File: src/rtl/std_seq_mem_d1_if.sv
// Request/response bundle for std_seq_mem_d1.
// The master side (compiler-generated logic or a testbench) drives requests.
// The slave side (the memory) returns done and read_data.
interface std_seq_mem_d1_if #(
    parameter int WIDTH    = 32,
    parameter int IDX_SIZE = 4
);
    logic [IDX_SIZE-1:0] addr0;
    logic [WIDTH-1:0]    write_data;
    logic                write_en;
    logic                read_en;
    logic [WIDTH-1:0]    read_data;
    logic                done;

    modport master (
        output addr0,
        output write_data,
        output write_en,
        output read_en,
        input  read_data,
        input  done
    );

    modport slave (
        input  addr0,
        input  write_data,
        input  write_en,
        input  read_en,
        output read_data,
        output done
    );
endinterface

File: src/rtl/std_seq_mem_d1.sv
// std_seq_mem_d1: single-port 1-D memory with a pipelined, registered read path.
//
// The module accepts one request per cycle and applies no backpressure.
// A request accepted in cycle T raises done in cycle T+LATENCY.
// For a read, the same cycle T+LATENCY also presents the read data on read_data.
// When a read and a write hit the same cycle, the read returns write_data (write-first).
// read_data holds its value across write-only completions and idle cycles.
// Reset is synchronous and active-high. It flushes the pipeline but leaves the memory array untouched.
//
// Optional feature: define STD_SEQ_MEM_OOB_GUARD_EN to add an out-of-bounds guard.
// With the guard, a request with addr0 >= SIZE writes nothing and reads back 0.
// done still pulses for that request, and simulation reports it with $error.
// Without the macro there is no bounds logic, and addresses >= SIZE are undefined.
//
// LATENCY must lie in 1..8; IDX_SIZE must be wide enough to address SIZE words.
module std_seq_mem_d1 #(
    parameter int WIDTH    = 32,
    parameter int SIZE     = 16,
    parameter int IDX_SIZE = 4,
    parameter int LATENCY  = 1
) (
    input  logic              clk,
    input  logic              reset,
    std_seq_mem_d1_if.slave   bus
);

    logic [WIDTH-1:0] mem [SIZE];

    logic             stage_valid   [LATENCY];
    logic             stage_is_read [LATENCY];
    logic [WIDTH-1:0] stage_data    [LATENCY];

    logic             nxt_valid     [LATENCY];
    logic             nxt_is_read   [LATENCY];
    logic [WIDTH-1:0] nxt_data      [LATENCY];

    logic             req_accept;
    logic             wr_commit;
    logic [WIDTH-1:0] rd_sample;
    logic [WIDTH-1:0] read_data_q;

    assign req_accept = !reset && (bus.read_en || bus.write_en);

`ifdef STD_SEQ_MEM_OOB_GUARD_EN
    logic oob;

    // An address at or beyond SIZE is out of bounds; one extra bit lets SIZE == 2**IDX_SIZE compare correctly
    assign oob = ({1'b0, bus.addr0} >= (IDX_SIZE + 1)'(SIZE));

    // Write-first sample of the addressed word; out-of-bounds words read as zero and are never written
    always_comb begin
        rd_sample = '0;
        wr_commit = 1'b0;
        if (!oob) begin
            rd_sample = bus.write_en ? bus.write_data : mem[bus.addr0];
            wr_commit = !reset && bus.write_en;
        end
    end

    // Report each accepted out-of-bounds request so simulation flags the offending compiler output
    always_ff @(posedge clk) begin
        if (req_accept && oob) begin
            $error("std_seq_mem_d1: out-of-bounds access addr0=%0d SIZE=%0d", bus.addr0, SIZE);
        end
    end
`else
    // Write-first sample of the addressed word; the address is trusted to be in range
    always_comb begin
        rd_sample = bus.write_en ? bus.write_data : mem[bus.addr0];
        wr_commit = !reset && bus.write_en;
    end
`endif

    // Storage array with no reset, so synthesis can map it onto block RAM
    always_ff @(posedge clk) begin
        if (wr_commit) begin
            mem[bus.addr0] <= bus.write_data;
        end
    end

    // Next-state view of the pipeline: stage 0 takes the new request, every later stage takes its predecessor
    always_comb begin
        nxt_valid[0]   = req_accept;
        nxt_is_read[0] = bus.read_en;
        nxt_data[0]    = rd_sample;
        for (int k = 1; k < LATENCY; k++) begin
            nxt_valid[k]   = stage_valid[k-1];
            nxt_is_read[k] = stage_is_read[k-1];
            nxt_data[k]    = stage_data[k-1];
        end
    end

    // Advance the pipeline; read_data loads at the same edge the final stage does, so it appears with done
    always_ff @(posedge clk) begin
        if (reset) begin
            for (int k = 0; k < LATENCY; k++) begin
                stage_valid[k] <= 1'b0;
            end
            read_data_q <= '0;
        end else begin
            for (int k = 0; k < LATENCY; k++) begin
                stage_valid[k]   <= nxt_valid[k];
                stage_is_read[k] <= nxt_is_read[k];
                stage_data[k]    <= nxt_data[k];
            end
            if (nxt_valid[LATENCY-1] && nxt_is_read[LATENCY-1]) begin
                read_data_q <= nxt_data[LATENCY-1];
            end
        end
    end

    assign bus.done      = stage_valid[LATENCY-1];
    assign bus.read_data = read_data_q;

endmodule

File: src/flat_wrapper.sv
// flat-port wrapper written by rule: the top's interface ports become plain ports
module std_seq_mem_d1_flat 
#(
    parameter int WIDTH    = 32,
    parameter int SIZE     = 16,
    parameter int IDX_SIZE = 4,
    parameter int LATENCY  = 1
)
  (clk, reset, bus_addr0, bus_write_data, bus_write_en, bus_read_en, bus_read_data, bus_done);
  std_seq_mem_d1_if #(.WIDTH(WIDTH), .IDX_SIZE(IDX_SIZE)) bus_i ();
  input  logic clk;
  input  logic reset;
  input wire logic [$bits(bus_i.addr0)-1:0] bus_addr0;
  input wire logic [$bits(bus_i.write_data)-1:0] bus_write_data;
  input wire logic [$bits(bus_i.write_en)-1:0] bus_write_en;
  input wire logic [$bits(bus_i.read_en)-1:0] bus_read_en;
  output wire logic [$bits(bus_i.read_data)-1:0] bus_read_data;
  output wire logic [$bits(bus_i.done)-1:0] bus_done;
  assign bus_i.addr0 = bus_addr0;
  assign bus_i.write_data = bus_write_data;
  assign bus_i.write_en = bus_write_en;
  assign bus_i.read_en = bus_read_en;
  assign bus_read_data = bus_i.read_data;
  assign bus_done = bus_i.done;
  std_seq_mem_d1 #(.WIDTH(WIDTH), .SIZE(SIZE), .IDX_SIZE(IDX_SIZE), .LATENCY(LATENCY)) u_core (.clk(clk), .reset(reset), .bus(bus_i));
endmodule
File: config.mk
export PLATFORM = sky130hd
export DESIGN_NAME = std_seq_mem_d1_flat
export DESIGN_NICKNAME = d
export VERILOG_FILES = /design/src/rtl/std_seq_mem_d1_if.sv /design/src/rtl/std_seq_mem_d1.sv /design/src/flat_wrapper.sv
export SDC_FILE = /design/constraint.sdc
export NUM_CORES = 1
export LEC_CHECK = 0
export BUFFER_PORTS_ARGS = -buffer_cell sky130_fd_sc_hd__buf_4
export CAP_MARGIN = 0
export CORE_UTILIZATION = 35
export CTS_BUF_LIST = sky130_fd_sc_hd__clkbuf_8
export CTS_CLUSTER_SIZE = 25
export DETAILED_ROUTE_END_ITERATION = 7
export GPL_ROUTABILITY_DRIVEN = 0
export HOLD_SLACK_MARGIN = 0.15
export SYNTH_ARGS = -nofsm -noshare
export SYNTH_HDL_FRONTEND = slang
export SYNTH_SLANG_ARGS = --single-unit
File: constraint.sdc
create_clock -name clk -period 9.7 [get_ports clk]
set_input_delay 0.97 -clock clk [delete_from_list [all_inputs] [get_ports clk]]
set_output_delay 0.97 -clock clk [all_outputs]
set_load 0.01 [all_outputs]
# [Word level (Yosys, flattened, before mapping)]
# Memories as Yosys holds them, arrays and structs flattened. A register that Yosys moved wholly into a read port is not among the register bits.
# Index checks and enable logic that the tools add are counted.
[totals] output_inout_bits=33 ramBits=513 mem_count=2 input_bits=40 reg_bits=0 wordCells=15
[mem_list] memory="u_core.mem" words=16 word_bits=32 read_ports=1 rd_ports_with_merged_regs=1 wr=1 line="std_seq_mem_d1.sv:27" text="logic [WIDTH-1:0] mem [SIZE];"
[mem_list] memory="u_core.stage_valid" words=1 word_bits=1 read_ports=1 rd_ports_with_merged_regs=0 wr=1 line="std_seq_mem_d1.sv:29" text="logic stage_valid [LATENCY];"
[op_classes] n_mux=7 reduce_logical=6
[op_table] op="$mux W1" count=7
[op_table] op="$logic_and A1 B1 Y1" count=3
[op_table] op="$logic_not A1 Y1" count=1
[op_table] op="$logic_or A1 B1 Y1" count=1
[op_table] op="$reduce_or A1 Y1" count=1

# [Logic depth before layout (Yosys ltp)]
# Gate-level depths: netlist (run 1).
[depth] ltp_word=4 ltp_mapped=8 depth_no_buf=4

# [Worst setup path after synthesis (run 1)]
# No wires, ideal clock.
[synth_path] kind="in2reg" start="input port bus_addr0[1]" end="memory u_core.mem[3][0], enable pin" path_stages=6 t_arrival_ps=4131 slack_ps=5108 required_time_ps=9239 setup_ps=461 n_path_buf=4 path_cell_list="buf_2 -> buf_4 -> buf_2 -> buf_2 -> nand4b_1 -> nor3_1"
[synth_rtl] element="start, declared" line="flat_wrapper.sv:13" text="input wire logic [$bits(bus_i.addr0)-1:0] bus_addr0;"
[synth_rtl] element="end, declared" line="std_seq_mem_d1.sv:27"
# Straight into the memory's write port.

==> impl_results.md, run 1 <==
- # fillers: 5409
- Comb pwr share: around 5.8%
- # diodes: 0
- Hold Slack: approximately 0.57 ns
- Worst-margin pin slew: 1.350 ns
- Switching share of power: between 20% and 30%
- DR vias: between 10000 and 15000
- Multiplexer share of the synthesized area: between 10% and 20%
- Syn_nets: between 1000 and 1500
- Register clock-pin slew on the reported worst setup and hold paths: ~0.06 ns
- Post-synthesis adder-cell area fraction: 0%
- GRT overflow: 0
- Worst Path Arrival: 4.09 ns
- Area grow syn2layout: 14.09%
- M3 GR Usage: 3.197%
- Most frequent cells in the layout: edfxtp_1 (512), clkbuf_8 (101), buf_4 (89)
- Max VDD drop: roughly 100 µV
- # rows: 90
- Gr busiest metal: met2
- Count of cells along the worst register-to-register path: 4
- Synth Warn #: 0
- Clk pwr share: 38.6%
- Status: complete, no violations
- Main combinational cell family by area after synthesis: multiplexers
- Final-report hold violation count: 0
- CTS Root Cell: clkbuf_8
- Distinct cells, synth: 37
- Final worst-path cycle share: a little over a third
- Clock Path Buffers: 3
- Worst reg2reg setup slack: slightly below 8 ns
- Setup-failing EPs final: 0
- Htree depth: 3
- Leak pwr: 7.834 nW
- Port Buffers: 72
- Slew Limit Fails: 0
- Hold Crit Class: register to register
- RR Endpoint: u_core.bus.read_data[18]
- IO Count: 73
- Syn Std Cell Area: about 21000 µm²
- # resized after CTS: 0
- Post-synthesis compound-gate area fraction: under 10%
- Worst slew margin: approximately 9.6%
- Hpwl dp: approximately 28000 µm
- Min-Delay Endpoint: u_core.bus.read_data[11]
- Largest net degree at the start of global routing: between 70 and 80
- Share of cells above drive strength 1: around 28%
- RSZ-0062 raised after global routing: false
- Post-synthesis register bit count: approximately 550
- Final wirelength: between 50000 and 60000 µm
- CTS sink count: between 500 and 600
- Simple-gate area share of the yosys netlist: around 3.6%
- Post-Syn Instances: ~1100
- Internal Power: approximately 3.7 mW
- Initial antenna violation count: 0
- CTS tree: yes
- Final ANT Viol Nets: 0
- CP Launch Type: primary input
- # hold bufs at CTS: 0
- CP Max Fanout: 67
- Starting Density: 35.38%
- Vias/cell: approximately 5.4
- Sequential Power Share: between 50% and 60%
- Max_cap viols: 0
- Area of the core: roughly 60000 µm²
- Fmax: between 0.2 and 0.3 GHz
- Storage element area: between 15000 and 20000 µm²
- Met1 GRT Util: between 20% and 30%
- Fin nets: approximately 1200
- Worst r2r src: u_core.mem[6][18]
- Worst Setup Path Type: primary input to register
- Clk_skew: about 0.013 ns
- Die height: 249.0 µm
- Worst hold stages: 2
- First-pass GRT wire length: ~76000 µm
- Die W: approximately 250 µm
- Fin crit period: 3.546 ns
- Pre-antenna DRT Iters: 5
- GRT Overall Usage: ~17%
- Area of the multi-input gates: ~5000 µm²
- Number of global-route vias before repair: about 12000
- Post-Route Setup TNS: 0 ns
- Pwr Density: just under 200 nW/µm²
- Sequential fraction of the synthesis area: between 70% and 80%
- Grt met2 use: about 27%
- Total CTS buffers: between 80 and 90
- Total design power: 4.727 mW
- Die Area: approximately 62000 µm²
- Routed WL per cell: ~25 µm
- Hold Crit Start: u_core.bus.read_data[11]
- Synth Area in XOR/XNOR: 0%
- Clock Latency Late Sink: 0.65 ns
- Post-Syn Area per Cell: 19.54 µm²
- Initial DRC Count: 895
- DRC Markers: 0
- Commonest non-fill, non-tap cell in the layout: edfxtp_1
- Switching power: around 1.1 mW
- Required time of the critical path: a little over 10 ns
- Postcts setup bufs: 0
- CP Capture Type: register
-- metrics by stage --
stage                     worst slack [ns]  util, %  std cells  cell area [µm²]
final                                6.154    40.36       2048            24360
after global routing                 6.023    40.36       2048            24360
after CTS                            6.168    40.36       2048            24360
after detailed placement             5.496    37.67       1889            22740
after global placement               5.563    37.67       1889            22740
after floorplan                      5.108        -       1093            21350
-- power by group through the flow --
stage	Combinational [mW]	Clock (mW)	Sequential (mW)
after global placement	0.275	0	2.67
after floorplan	0.156	0	2.67
after detailed placement	0.279	0	2.68
after CTS	0.280	1.86	2.63
after global routing	0.297	1.97	2.63
final	0.275	1.83	2.63
-- worst max-delay path, stage by stage --
cell      delay [ns]
buf_6           0.45
buf_4           0.85
and3_1          1.04
a221o_1         0.29
a221oi_1        0.05
a211oi_1        0.32
-- flip-flops by register name (all words and copies together) (netlist names) --
name / cells
u_core.mem: 512
u_core.bus.read_data: 32
u_core.stage_valid: 1
-- cells by family (layout without fill, tap and decap cells) --
| family | Yosys count | after routing |
|---|---|---|
| DFF | 545 | 545 |
| AOI/OAI and AO/OA | 179 | 179 |
| muxes | 160 | 160 |
| and+or+nand+nor | 130 | 130 |
| buffers and inverters | 79 | 252 |
-- metal layers --
| layer | vias up | wire length [µm] |
|---|---|---|
| li1 | 4810 | - |
| met1 | 5896 | 22560 |
| met2 | 346 | 25310 |
| met3 | 75 | 2557 |
| met4 | 0 | 972 |
| met5 | - | 0 |
-- area by class of cell --
| cell class | instances | share of cell area (%) |
|---|---|---|
| multi-input cells | 469 | 20.62 |
| inverters | 2 | 0.03081 |
| clock buffers | 100 | 5.649 |
| repair buffers | 91 | 2.845 |
| flip-flops and latches | 545 | 65.82 |
| well taps | 782 | 4.016 |
| clock inverters | 59 | 1.017 |
-- Yosys cell counts --
| cell | number | share of area [%] |
|---|---|---|
| nand3b_1 | 33 | 1.2 |
| a221o_1 | 19 | 0.89 |
| a2111oi_2 | 8 | 0.56 |
| nand4b_1 | 1 | 0.041 |
| mux4_2 | 68 | 7.2 |
| mux2_2 | 51 | 2.7 |
| inv_1 | 1 | 0.018 |
| nor2_2 | 2 | 0.059 |
| a21o_1 | 13 | 0.46 |
| o21ai_0 | 32 | 0.75 |
| mux2i_1 | 32 | 1.5 |
| nor2_1 | 29 | 0.51 |
| nor2b_1 | 31 | 0.91 |
| or3_1 | 2 | 0.059 |
| clkbuf_1 | 23 | 0.40 |
| nand2_1 | 2 | 0.035 |
| a32oi_1 | 13 | 0.53 |
| buf_4 | 10 | 0.35 |
| nand2b_1 | 4 | 0.12 |
| and3_1 | 1 | 0.029 |
| nor2b_4 | 1 | 0.064 |
| buf_2 | 31 | 0.73 |
| nor3_1 | 4 | 0.094 |
| inv_2 | 1 | 0.018 |
| a211oi_1 | 32 | 1.1 |
| nand3_1 | 19 | 0.45 |
| buf_1 | 8 | 0.14 |
| a2111oi_0 | 4 | 0.16 |
| a221oi_1 | 19 | 0.78 |
| o2111ai_1 | 19 | 0.78 |
| a211o_1 | 19 | 0.78 |
| dfxtp_1 | 33 | 3.1 |
| nor3_2 | 1 | 0.047 |
| a2111oi_4 | 1 | 0.13 |
| mux4_1 | 9 | 1.1 |
| buf_6 | 5 | 0.26 |
| edfxtp_1 | 512 | 72 |
-- worst max-delay path by stage --
stage | startpoint | end | slack, ns | cells after the start
after CTS | bus_addr0[3] | u_core.bus.read_data[3] | 6.17 | 6
after global placement | bus_addr0[3] | u_core.bus.read_data[31] | 5.56 | 6
after global routing | bus_addr0[3] | u_core.bus.read_data[3] | 6.02 | 6
final | bus_addr0[3] | u_core.bus.read_data[3] | 6.15 | 6
after floorplan | bus_addr0[1] | u_core.mem[3][0] | 5.11 | 6
after detailed placement | bus_addr0[3] | u_core.bus.read_data[0] | 5.50 | 6
Note: power is estimated with default switching activity, not from simulation.
==> run 2: changes to the inputs <==
clock period = 2.9 ns   (was 9.7 ns; I/O delays follow)
==> run 2 against run 1 <==
Non-clock buffer count grew 78. Largest power group unchanged. Utilization increased by 1.3 points. Wire length up 1.2%. Cell count is 3.8% higher. Register-to-register slack worse by 6.7 ns. Critical endpoint is now u_core.mem[4][14]. First-iteration DRC count increased by 14%. Critical path type unchanged. Worst setup slack got worse by 5.5 ns. Critical path depth is the same.
==> impl_results.md, run 2 (synthesis gave the netlist of run 1 again) <==
- Slew Limit Fails: 0
- Fin nets: 1314
- # diodes: 0
- # rows: 90
- Worst path max stage delay: between 0.5 and 0.6 ns
- GRT Overall Usage: 16.94%
- CP Max Fanout: 34
- Worst Path Arrival: around 2.5 ns
- DR vias: 11472
- Setup-failing EPs final: 0
- Area of the core: between 60000 and 70000 µm²
- Storage element area: about 16000 µm²
- Worst Setup Path Type: primary input to register
- Final worst slack: 0.6806 ns
- Initial DRC Count: 1016
- Required time of the critical path: ~3.2 ns
- Final ANT Viol Nets: 0
- Total CTS buffers: 87
- DRC Markers: 0
- Worst slew margin: a little over an eighth
- Die height: between 200 and 250 µm
- Max_cap viols: 0
- CP Capture Type: register
- CP Launch Type: primary input
- Hold Crit Class: primary input to register
- # hold bufs at CTS: 34
- Share of cells above drive strength 1: a little under a third
- Final-report hold violation count: 0
- Final wirelength: 51990 µm
- Final worst-path cycle share: roughly three quarters
- CTS tree: yes
- Max FFs per register: around 500
- Fin crit period: 2.219 ns
- CP cell instances: dlygate4sd3_1 -> buf_4 -> nand2b_1 -> or3_1 -> nor2_4 -> buf_4
- Post-route cell area: 25180 µm²
- Clock Latency Late Sink: 0.66 ns
- Area grow syn2layout: 17.89%
- Postcts setup bufs: 0
- Register bank with the most flops: u_core.mem
- CTS sink count: 545
- Pwr Density: around 640 nW/µm²
- # fillers: 5359
- Port Buffers: slightly above 70
- Die Area: around 62000 µm²
- RSZ-0062 raised after global routing: false
- CTS Root Cell: clkbuf_8
- Initial antenna violation count: 0
- # resized after CTS: 0
- Worst-margin pin slew: roughly 1.3 ns
- Number of global-route vias before repair: between 10000 and 15000
- Slowest CP cell: dlygate4sd3_1
- First-pass GRT wire length: 77830 µm
- Fmax: ~0.45 GHz
- Crit path top cell by count: buf_4
- Routed WL per cell: between 20 and 25 µm
- Total design power: approximately 16 mW
- Leak pwr: ~8.2 nW
- Register clock-pin slew on the reported worst setup and hold paths: ~0.06 ns
- Hpwl dp: 29390 µm
- Clock Path Buffers: 3
- Commonest non-fill, non-tap cell in the layout: edfxtp_1
- Util after Layout: 41.71%
- Largest net degree at the start of global routing: 66
- Area of the multi-input gates: 5050 µm²
- Placed Area: about 23000 µm²
- Die W: around 250 µm
- Vias/cell: between 5 and 6
- IO Count: 73
- Most frequent cells in the layout: edfxtp_1 (512), buf_4 (127), clkbuf_8 (100)
- Setup WS pre-CTS: around 0.54 ns
- Worst reg2reg setup slack: around 1.2 ns
- Starting Density: between 30% and 40%
- Max VDD drop: ~380 µV
- Clk_skew: about 0.038 ns
- Status: complete, no violations
- Pre-antenna DRT Iters: 5
- GRT overflow: 0
- Htree depth: 3
[run 2: critical path, delay by kind of cell]
family	cells	cell delay, ns
buf+inv	3	1.37
simple gates	3	0.80
[run 2: metrics by stage]
step / cells / TNS (ns) / hold slack, ns
after global placement: 1933 / 0 / 0.5631
after floorplan: 1093 / -51.09 / 0.3889
after CTS: 2125 / 0 / 0.2635
after detailed placement: 1933 / 0 / 0.5805
final: 2125 / 0 / 0.3347
after global routing: 2125 / 0 / 0.2831
[run 2: layout make-up]
type | instances | area share (%)
tap | 782 | 3.886
timing repair buffer | 169 | 5.715
clock buffer | 99 | 5.412
sequential | 545 | 63.69
multi-input combinational | 469 | 20.06
inverter | 2 | 0.02982
clock inverter | 59 | 1.203
[run 2: power breakdown]
| group | switching [mW] | leakage, nW | total, mW | internal, mW |
|---|---|---|---|---|
| logic | 0.572 | 2.38 | 0.987 | 0.415 |
| clock network | 3.00 | 0.957 | 6.23 | 3.23 |
| registers | 0.0622 | 4.89 | 8.79 | 8.72 |
[run 2: path summary, 6_finish.rpt]
check                                              from                  endpoint  cells past startpoint
worst min register to register  u_core.bus.read_data[6]   u_core.bus.read_data[6]                      2
worst max-delay path                       bus_write_en         u_core.mem[4][14]                      6
worst min-delay path                       bus_addr0[2]  u_core.bus.read_data[16]                      3
worst max register to register        u_core.mem[6][18]  u_core.bus.read_data[18]                      4
[run 2: per-layer routing]
layer  track usage (%)  wire length, µm
met1             22.69            22250
met2             27.46            25180
met3             3.448             3278
met4             5.874             1280
met5                 0                0
==> run 3: changes to the inputs <==
clock period = 1.9 ns   (was 2.9 ns; I/O delays follow)
==> run 3 against run 2 <==
First-iteration DRC count shrank 4.7%. Sequential share of layout area decreased by 1.4 points. Global-route usage fell by 0.24 points. Largest power group unchanged.
==> impl_results.md, run 3 (synthesis gave the netlist of run 1 again) <==
- Fmax: 0.5449 GHz
- First-pass GRT wire length: around 77000 µm
- Area grow syn2layout: 20.54%
- Number of global-route vias before repair: about 12000
- Final-report hold violation count: 0
- Register bank with the most flops: u_core.mem
- Status: complete, no violations
- Htree depth: 3
- RSZ-0062 raised after global routing: false
- Share of cells above drive strength 1: between 30 and 40%
- Largest net degree at the start of global routing: 66
- Postcts setup bufs: 0
- CP Depth: 7
- Hold Crit Class: primary input to register
- Total CTS buffers: between 80 and 90
- Routed WL per cell: ~24 µm
- Die height: roughly 250 µm
- CP Max Fanout: 17
- Leak pwr: between 8 and 9 nW
- Max VDD drop: 530.4 µV
- Pwr Density: 937.8 nW/µm²
- Worst Path Arrival: about 2.4 ns
- Vias/cell: around 5.4
- Initial antenna violation count: 0
- Fin nets: about 1300
- Layout Cells excl Fill: around 2200
- # rows: 90
- IO Count: between 70 and 80
- Max_cap viols: 0
- Final worst slack: between 0.06 and 0.07 ns
- Register clock-pin slew on the reported worst setup and hold paths: around 0.07 ns
- Clock Path Buffers: 3
- Setup-failing EPs final: 0
- Family with the most delay on the worst path: buffers and inverters
- Area of the core: between 60000 and 70000 µm²
- CTS sink count: 545
- Crit path launch: bus_addr0[1]
- Pre-antenna DRT Iters: 5
- Commonest non-fill, non-tap cell in the layout: edfxtp_1
- Setup WS pre-CTS: -0.09151 ns
- Worst hold stages: 4
- Worst r2r src: u_core.mem[4][18]
- RR Endpoint: u_core.bus.read_data[18]
- CTS tree: yes
- Clock Latency Late Sink: 0.67 ns
- Final ANT Viol Nets: 0
- Fin crit period: ~1.8 ns
- GRT overflow: 0
- Starting Density: between 30 and 40%
- Die W: approximately 250 µm
- Count of cells along the worst register-to-register path: 4
- Required time of the critical path: around 2.4 ns
- Min-Delay Endpoint: u_core.mem[3][0]
- Max FFs per register: just over 500
- Slew Limit Fails: 0
- Die Area: 62000 µm²
- CP Launch Type: primary input
- Worst slew margin: a little under half
- CP Capture Type: register
- WP buf/inv: 3
- Hold Crit Start: reset
- Worst-margin pin slew: slightly above 0.8 ns
- CTS Root Cell: clkbuf_8
- GRT Overall Usage: between 10% and 20%
- CP cell instances: dlygate4sd3_1 -> clkbuf_8 -> buf_4 -> mux2_2 -> a221o_1 -> a221oi_1 -> a211oi_1
- Port Buffers: 72
- Worst reg2reg setup slack: around 0.19 ns
- Initial DRC Count: just under 1000
- Hpwl dp: between 20000 and 30000 µm
- Clk_skew: roughly 0.024 ns
- Placed insts: slightly below 2000
- Most frequent cells in the layout: edfxtp_1 (512), buf_4 (114), clkbuf_8 (92)
- Final wirelength: a little over 50000 µm
- Slowest CP cell: dlygate4sd3_1
- Worst path max stage delay: approximately 0.55 ns
- Worst Setup Path Type: primary input to register
- DR vias: between 10000 and 15000
- DRC Markers: 0
- Final worst-path cycle share: a little under 100%
## run 3: cell types whose count changed in the layout (fill, tap and decap cells not counted), moves of 2 or more
| cell | before | now |
|---|---|---|
| buf_12 | 6 | 42 |
| buf_4 | 127 | 114 |
| clkbuf_8 | 100 | 92 |
| clkinv_1 | 10 | 20 |
| clkinv_2 | 14 | 5 |
| dlygate4sd3_1 | 34 | 36 |
| inv_1 | 28 | 36 |
## run 3: final cells by class
class	count	area (µm²)
antenna	1	2.502
clock buffer	91	1252
clock inverter	66	322.8
fill	5310	34620
inverter	2	7.507
multi-input combinational	469	5060
sequential	545	16040
tap	782	978.4
timing repair buffer	194	2082
## run 3: how the worst max path moves through the flow
stage / endpoint
floorplan: u_core.mem[3][0]
global placement: u_core.bus.read_data[26]
detailed placement: u_core.bus.read_data[26]
CTS: u_core.bus.read_data[26]
global route: u_core.bus.read_data[29]
finish: u_core.bus.read_data[29]
## run 3: through the flow
stage               power, mW  hold slack (ns)  setup TNS (ns)  util (%)  instance area, µm²
floorplan               14.48           0.2889         -111.83         -               21540
global placement        15.15           0.4939         -0.1253     39.43               23800
detailed placement      15.19           0.5086        -0.09457     39.43               23800
CTS                     24.40           0.1876               0     42.63               25730
global route            25.05           0.2169               0     42.64               25740
finish                  24.14           0.2384               0     42.65               25740
## run 3: where the power goes
| part | switching, mW | internal, mW |
|---|---|---|
| logic | 0.886 | 0.705 |
| registers | 0.0914 | 13.3 |
| clock network | 4.45 | 4.69 |
## run 3: routing by layer
layer | routed length [µm] | track usage (%) | vias to the layer above
li1 | - | - | 5010
met1 | 22020 | 22.36 | 6018
met2 | 24510 | 26.88 | 413
met3 | 3478 | 3.856 | 93
met4 | 1089 | 5.430 | 0
met5 | 0 | 0 | -
## run 3: what timing repair did
| item | 4_1_cts | 5_1_grt |
|---|---|---|
| endpoints found under the hold margin | 548 | 0 |
| resized for setup | 0 | 1 |
| hold buffers | 36 | 0 |
| endpoints found under the setup margin | 0 | 1 |
## run 3: worst reg2reg max path: cells and delay by family, from the launching register on
family | cells | cell delay [ns]
and+or+nand+nor | 1 | 0.14
AOI/OAI and AO/OA | 2 | 0.57
muxes | 1 | 0.48
DFF | 1 | 0.37
